File: config.mk
export PLATFORM = sky130hd
export DESIGN_NAME = spi_rgb_ctrl
export DESIGN_NICKNAME = d
export VERILOG_FILES = /design/src/rtl/spi_rgb_ctrl.sv
export SDC_FILE = /design/constraint.sdc
export NUM_CORES = 1
export LEC_CHECK = 0
export CAP_MARGIN = 10
export CORE_AREA = 2 2 93 131
export DETAILED_ROUTE_END_ITERATION = 8
export DIE_AREA = 0 0 95 133
export MAX_ROUTING_LAYER = met4
export PLACE_DENSITY_LB_ADDON = 0.05
export SKIP_LAST_GASP = 1
export SLEW_MARGIN = 15
export SYNTH_ARGS = -nofsm -noshare
export SYNTH_HDL_FRONTEND = slang
export SYNTH_SLANG_ARGS = --single-unit
File: constraint.sdc
create_clock -name clk -period 4.8 [get_ports clk]
set_input_delay 0.48 -clock clk [delete_from_list [all_inputs] [get_ports clk]]
set_output_delay 0.48 -clock clk [all_outputs]
set_load 0.02 [all_outputs]
File: src/rtl/spi_rgb_ctrl.sv
// spi_rgb_ctrl: SPI mode-0 slave driving three shadowed 8-bit PWM channels and a test-mode bit.
// Define SPI_RGB_READBACK_EN to enable command 0x03 readback of the shadow duties on spi_miso.
module spi_rgb_ctrl #(
    parameter int PWM_PRESCALE = 4
) (
    input  logic clk,
    input  logic rst,
    input  logic spi_clk,
    input  logic spi_cs_n,
    input  logic spi_mosi,
    output logic spi_miso,
    output logic pwm_r,
    output logic pwm_g,
    output logic pwm_b,
    output logic test_mode,
    output logic frame_err
);
    logic [2:0] sclk_q, cs_q;
    logic [1:0] mosi_q;
    logic [6:0] shift;
    logic [7:0] rx_byte, cmd, st_r, st_g, st_b, sh_r, sh_g, sh_b, act_r, act_g, act_b, cnt;
    logic [2:0] bit_cnt, byte_cnt;
    logic [15:0] pre;
    logic sclk_rise, cs_rise, cs_fall, active, seen_clk, commit_p, frame_ok, rd_ok, tm, err_q;

    assign sclk_rise = sclk_q[1] & ~sclk_q[2];
    assign cs_rise = cs_q[1] & ~cs_q[2];
    assign cs_fall = ~cs_q[1] & cs_q[2];
    assign rx_byte = {shift, mosi_q[1]};
    assign frame_ok = seen_clk && bit_cnt == 3'd0 &&
                      ((cmd == 8'h01 && byte_cnt == 3'd4) || (cmd == 8'h02 && byte_cnt == 3'd2) || rd_ok);

    // cs_q resets to "low" so a cs_n held low across reset never looks like a new frame start
    always_ff @(posedge clk) begin
        if (rst) begin
            sclk_q <= 3'b000;
            cs_q <= 3'b000;
            mosi_q <= 2'b00;
            shift <= 7'd0;
            bit_cnt <= 3'd0;
            byte_cnt <= 3'd0;
            cmd <= 8'd0;
            st_r <= 8'd0;
            st_g <= 8'd0;
            st_b <= 8'd0;
            sh_r <= 8'd0;
            sh_g <= 8'd0;
            sh_b <= 8'd0;
            active <= 1'b0;
            seen_clk <= 1'b0;
            commit_p <= 1'b0;
            tm <= 1'b0;
            err_q <= 1'b0;
        end else begin
            sclk_q <= {sclk_q[1:0], spi_clk};
            cs_q <= {cs_q[1:0], spi_cs_n};
            mosi_q <= {mosi_q[0], spi_mosi};
            commit_p <= cs_rise;
            err_q <= commit_p & active & seen_clk & ~frame_ok;
            if (commit_p && active) begin
                active <= 1'b0;
                if (frame_ok && cmd == 8'h01) begin
                    sh_r <= st_r;
                    sh_g <= st_g;
                    sh_b <= st_b;
                end
                if (frame_ok && cmd == 8'h02)
                    tm <= st_r[0];
            end
            if (cs_fall) begin
                active <= 1'b1;
                seen_clk <= 1'b0;
                bit_cnt <= 3'd0;
                byte_cnt <= 3'd0;
            end else if (sclk_rise && active && !cs_q[1]) begin
                seen_clk <= 1'b1;
                shift <= rx_byte[6:0];
                bit_cnt <= bit_cnt + 3'd1;
                if (bit_cnt == 3'd7) begin
                    byte_cnt <= byte_cnt == 3'd7 ? 3'd7 : byte_cnt + 3'd1;
                    if (byte_cnt == 3'd0) cmd <= rx_byte;
                    if (byte_cnt == 3'd1) st_r <= rx_byte;
                    if (byte_cnt == 3'd2) st_g <= rx_byte;
                    if (byte_cnt == 3'd3) st_b <= rx_byte;
                end
            end
        end
    end

    // active duties only follow the shadows at the 255->0 wrap
    always_ff @(posedge clk) begin
        if (rst) begin
            pre <= 16'd0;
            cnt <= 8'd0;
            act_r <= 8'd0;
            act_g <= 8'd0;
            act_b <= 8'd0;
        end else if (pre == 16'(PWM_PRESCALE - 1)) begin
            pre <= 16'd0;
            cnt <= cnt + 8'd1;
            if (cnt == 8'd255) begin
                act_r <= sh_r;
                act_g <= sh_g;
                act_b <= sh_b;
            end
        end else begin
            pre <= pre + 16'd1;
        end
    end

`ifdef SPI_RGB_READBACK_EN
    logic sclk_fall, miso_q;
    logic [7:0] rd_byte;
    assign sclk_fall = ~sclk_q[1] & sclk_q[2];
    assign rd_ok = cmd == 8'h03 && byte_cnt == 3'd4;
    assign rd_byte = byte_cnt == 3'd1 ? sh_r : byte_cnt == 3'd2 ? sh_g : sh_b;
    always_ff @(posedge clk) begin
        if (rst || cs_q[1])
            miso_q <= 1'b0;
        else if (sclk_fall)
            miso_q <= active && cmd == 8'h03 && byte_cnt >= 3'd1 && byte_cnt <= 3'd3 ? rd_byte[~bit_cnt] : 1'b0;
    end
    assign spi_miso = miso_q;
`else
    assign rd_ok = 1'b0;
    assign spi_miso = 1'b0;
`endif

    assign pwm_r = cnt < act_r;
    assign pwm_g = cnt < act_g;
    assign pwm_b = cnt < act_b;
    assign test_mode = tm;
    assign frame_err = err_q;
endmodule

# == Word level (Yosys, flattened, before mapping) ==
# Cells that the tools add are included.
# totals
register_bits,130
word_cells,79
output_inout_bits,6
# op_classes
n_eq_ne,10
n_mux,3
order_cmp,3
n_reduce_logical,25
add_sub_neg,4
bitwise_logic,11
# op_table
operator,count
$lt 8x8->1,3
$add 16x1->16 const B,1
$eq 16x2->1 const B,1
$reduce_and 4->1,4
$reduce_and 2->1,5
$eq 3x3->1 const B,3
$logic_and 1x1->1,9
$add 8x1->8 const B,1
$eq 8x1->1 const B,1
$eq 8x2->1 const B,1
$eq 8x8->1 const B,1
$add 3x1->3 const B,2
$and 1x1->1,6
$eq 3x2->1 const B,2
$logic_not 3->1,2
$not 1->1,5
$reduce_or 2->1,2
$eq 3x1->1 const B,1
$mux 3,1
$mux 1,2
$reduce_bool 2->1,1
$logic_not 1->1,1
$logic_or 1x1->1,1

# == Logic depth before layout (Yosys ltp) ==
# logic_depth
ltp_word,6
depth_mapped,7

# == Worst setup path after synthesis ==
# No wires, ideal clock.
# synth_timing
kind,flip-flop to output port
start,register cnt[5]
end,output pwm_r
path_buffers,0
path_stages_with_launch,6
required_ns,4.320
arrival_ns,1.544
path_slack_ns,2.776
cell_sequence,dfxtp_1 ha_1 a2111oi_0 nor2b_1 o21ai_0 o211ai_1
# synth_via
elab_chain_len,1
# synth_rtl
element,line_no,text
from (decl),21,"logic [7:0] rx_byte, cmd, st_r, st_g, st_b, sh_r, sh_g, sh_b, act_r, act_g, act_b, cnt;"
from (signal assigned),100,cnt <= cnt + 8'd1;
$lt 8x8->1,129,assign pwm_r = cnt < act_r;
to (decl),12,"output logic pwm_r,"
# Every way passes these cells.

# == Final worst setup path ==
# layout_timing
start,register cnt[5]
end,output pwm_g
# layout_via
elab_chain_len,1
# layout_rtl
element,line_no,text
$lt 8x8->1,130,assign pwm_g = cnt < act_g;
to (decl),13,"output logic pwm_g,"
# Every way passes these cells.

==> flow_summary.ini <==
[finish]
final_common_cell = dfxtp_1
nets = 658
fill_cells = 1081
seq_area_sq_um = 2600
final_cell_mix = 130 x dfxtp_1, 65 x nor2_1, 59 x a21oi_1
n_antenna_cell = 0
area_growth_pct = 12.3
drive_gt1_frac = 0.0660
multi_input_area_sq_um = 2770

[critical_path]
r2r_cells = 5
endpoint = pwm_g
arrival_ps = 2690
critical_path.max_fanout = 7
timing.rr.start = pre[0]
crit_type = reg -> out
start_kind = flip-flop
crit_path_start = cnt[5]
reg2reg_slack_ps = 2400
endpoint_kind = output pin
r2r_end = act_r[5]
worstPathRequired_ps = 4320

[timing]
finalSetupViolations = 0
rsz0062_at_grt = false
layout_min_cycle_time_ps = 3170
worst_pin_slew_ps = 1080
slew_viol_final = 0
fin_worst_skew_ps = 9.47
relSlewSlack = 0.282
setup_tns_ps = 0
worst_slack_ps = 1630
fin_crit_sh = 0.660
max_freq_mhz = 316
finalHoldViolCount = 0

[placed_design]
dpl.hpwl_um = 7950
place_ws_ps = 2090
io_buffer_count = 9
gp_congestion = 0.804

[pwr]
p_per_area_nw_per_um2 = 366
power_mw = 2.33
power_leakage_nw = 2.37
ir_drop_uv = 212

[route]
wl_met2_um = 5900
met1_length_um = 5350
ant_nets = 0
vias = 4314
routed.top_layer = met4
route.detailed.drc = 0
firstDrtPassIters = 4
drt_iter0_drc = 228
wirelength_um = 11800
wl_met3_um = 240
vias_per_cell = 5.51
routedWlPerCell_um = 15.1

[yosys]
yosysSeqAreaShare = 0.461
avgSynthCellArea_sq_um = 8.98
yosysTopAreaCell = dfxtp_1
synth-seq-cells = 130
synth_top_family_by_area = simple AND/OR/NAND/NOR gates
yosysWarningCount = 0
synthXorXnorAreaFrac = 0.0248
synth_compound_area_frac = 0.138
synth_cells = 629
async_reset_ff_frac = 0
synth-edff-count = 0
synth.distinct_cells = 44
syn-num-nets = 664
synth_mux_area_frac = 0.0709
synth_top_area_share = 0.461
synthSimpleGateAreaFrac = 0.188
synth_ff_type = dfxtp_1
synth_area_sq_um = 5650
synthAdderAreaFrac = 0.0664
synth_area_leaders = dfxtp_1 46%, mux2i_1 7.1%, ha_1 6.6%

[clock_tree]
clkSinkCount = 130
clk_pin_slew_ps = 50
cts_post_setup_buffers_inserted = 0
cts_buffers = 17
hold_buffers = 0
clock_latency_ps = 410
clockBufferDepth = 2
cts_resized = 0
h-tree-depth = 4
tritoncts = done
cts-root-buf = clkbuf_16

[grt]
antenna_found_initial = 0
grt_max_degree = 65
grt.overflow.total = 0
grt_usage = 0.204
grt_pass1_vias = 4091
grt_pass1_wl_um = 19700

[floorplan]
fp-row-count = 47
die_area_sq_um = 12600
die_y_um = 133
start_util = 0.488
fp.dieW_um = 95
core-area_sq_um = 11600
io_pins = 11

[worst_hold_path]
worstHoldPathType = reg -> reg
hold_start = cs_q[0]

[run_status]
status = finished clean

[job]
max_cap_viol_count = 0
## cells by family (layout without fill, tap and decap cells)
kind of cell	after synthesis	count (layout)
mux	40	40
buf+inv	69	76
fa+ha+maj	30	30
xor+xnor	16	16
flops	130	130
other cells	1	1
simple gates	205	205
compound gates	138	138
## layer usage
layer,vias to the layer above,global-route usage
li1,2203,-
met1,2040,0.236
met2,52,0.334
met3,19,0.0513
met4,0,0.0821
met5,-,-
## through the flow
step	hold slack (ps)	cell area (sq um)	util	std cells
floorplan	414	5650	-	629
global placement	418	5800	0.501	751
detailed placement	425	5800	0.501	751
CTS	438	6350	0.548	783
global route	465	6350	0.548	783
finish	433	6350	0.548	783
## state kept, by name, summed over array words and instances (netlist names)
| signal | cells |
|---|---|
| act_g | 8 |
| st_g | 8 |
| act_b | 8 |
| sh_g | 8 |
| frame_err | 1 |
| cnt | 8 |
| bit_cnt | 3 |
| sh_r | 8 |
| active | 1 |
| pre | 16 |
| byte_cnt | 3 |
| cs_q | 3 |
| mosi_q | 2 |
| st_b | 8 |
| act_r | 8 |
| cmd | 8 |
| st_r | 8 |
| commit_p | 1 |
| shift | 7 |
| test_mode | 1 |
| seen_clk | 1 |
| sclk_q | 3 |
| sh_b | 8 |
## worst min-delay path by stage
| stage | cells past startpoint | slack (ps) | end |
|---|---|---|---|
| floorplan | 1 | 410 | cs_q[1] |
| global placement | 1 | 420 | mosi_q[1] |
| detailed placement | 1 | 430 | cs_q[1] |
| CTS | 1 | 440 | cs_q[1] |
| global route | 1 | 470 | sclk_q[1] |
| finish | 1 | 430 | cs_q[1] |
## Yosys cell counts, types with 2 or more instances
| library cell | count |
|---|---|
| clkbuf_1 | 29 |
| o211ai_1 | 3 |
| buf_6 | 2 |
| dfxtp_1 | 130 |
| mux2i_1 | 40 |
| o31ai_1 | 5 |
| and4_1 | 6 |
| a21oi_1 | 59 |
| o21ai_1 | 6 |
| nor4b_1 | 2 |
| inv_1 | 29 |
| a2111oi_0 | 3 |
| ha_1 | 30 |
| o21ai_0 | 49 |
| nand2b_1 | 8 |
| or3_1 | 2 |
| a211oi_1 | 4 |
| nor2b_1 | 15 |
| and2_1 | 2 |
| o21a_1 | 4 |
| nor3_1 | 4 |
| xnor2_1 | 9 |
| nor4_1 | 4 |
| or4_1 | 4 |
| nand2_1 | 18 |
| nor2_1 | 65 |
| nand3_1 | 55 |
| nor3b_1 | 2 |
| xor2_1 | 7 |
| buf_2 | 7 |
| nand4_1 | 9 |
| nand4b_1 | 5 |
## worst max-delay path, cell delays in order, from the launching register on
cell and delay, ps:
dfxtp_1 460, ha_1 300, a2111oi_0 490, nor2b_1 190, o21ai_0 100, o211ai_1 120, clkdlybuf4s50_1 640
## where the power goes
| part | switching (mW) | internal (mW) | total (mW) | leakage, nW |
|---|---|---|---|---|
| Clock | 0.449 | 0.731 | 1.18 | 0.268 |
| Combinational | 0.0367 | 0.0136 | 0.0503 | 1.06 |
| Sequential | 0.00765 | 1.09 | 1.09 | 1.05 |
## area by class of cell
type / count / area share
clock buffer: 21 / 0.0725
clock inverter: 11 / 0.0138
inverter: 29 / 0.0171
multi-input combinational: 430 / 0.437
sequential: 130 / 0.410
tap: 147 / 0.0290
timing repair buffer: 15 / 0.0209
(Power assumes the default switching activity.)
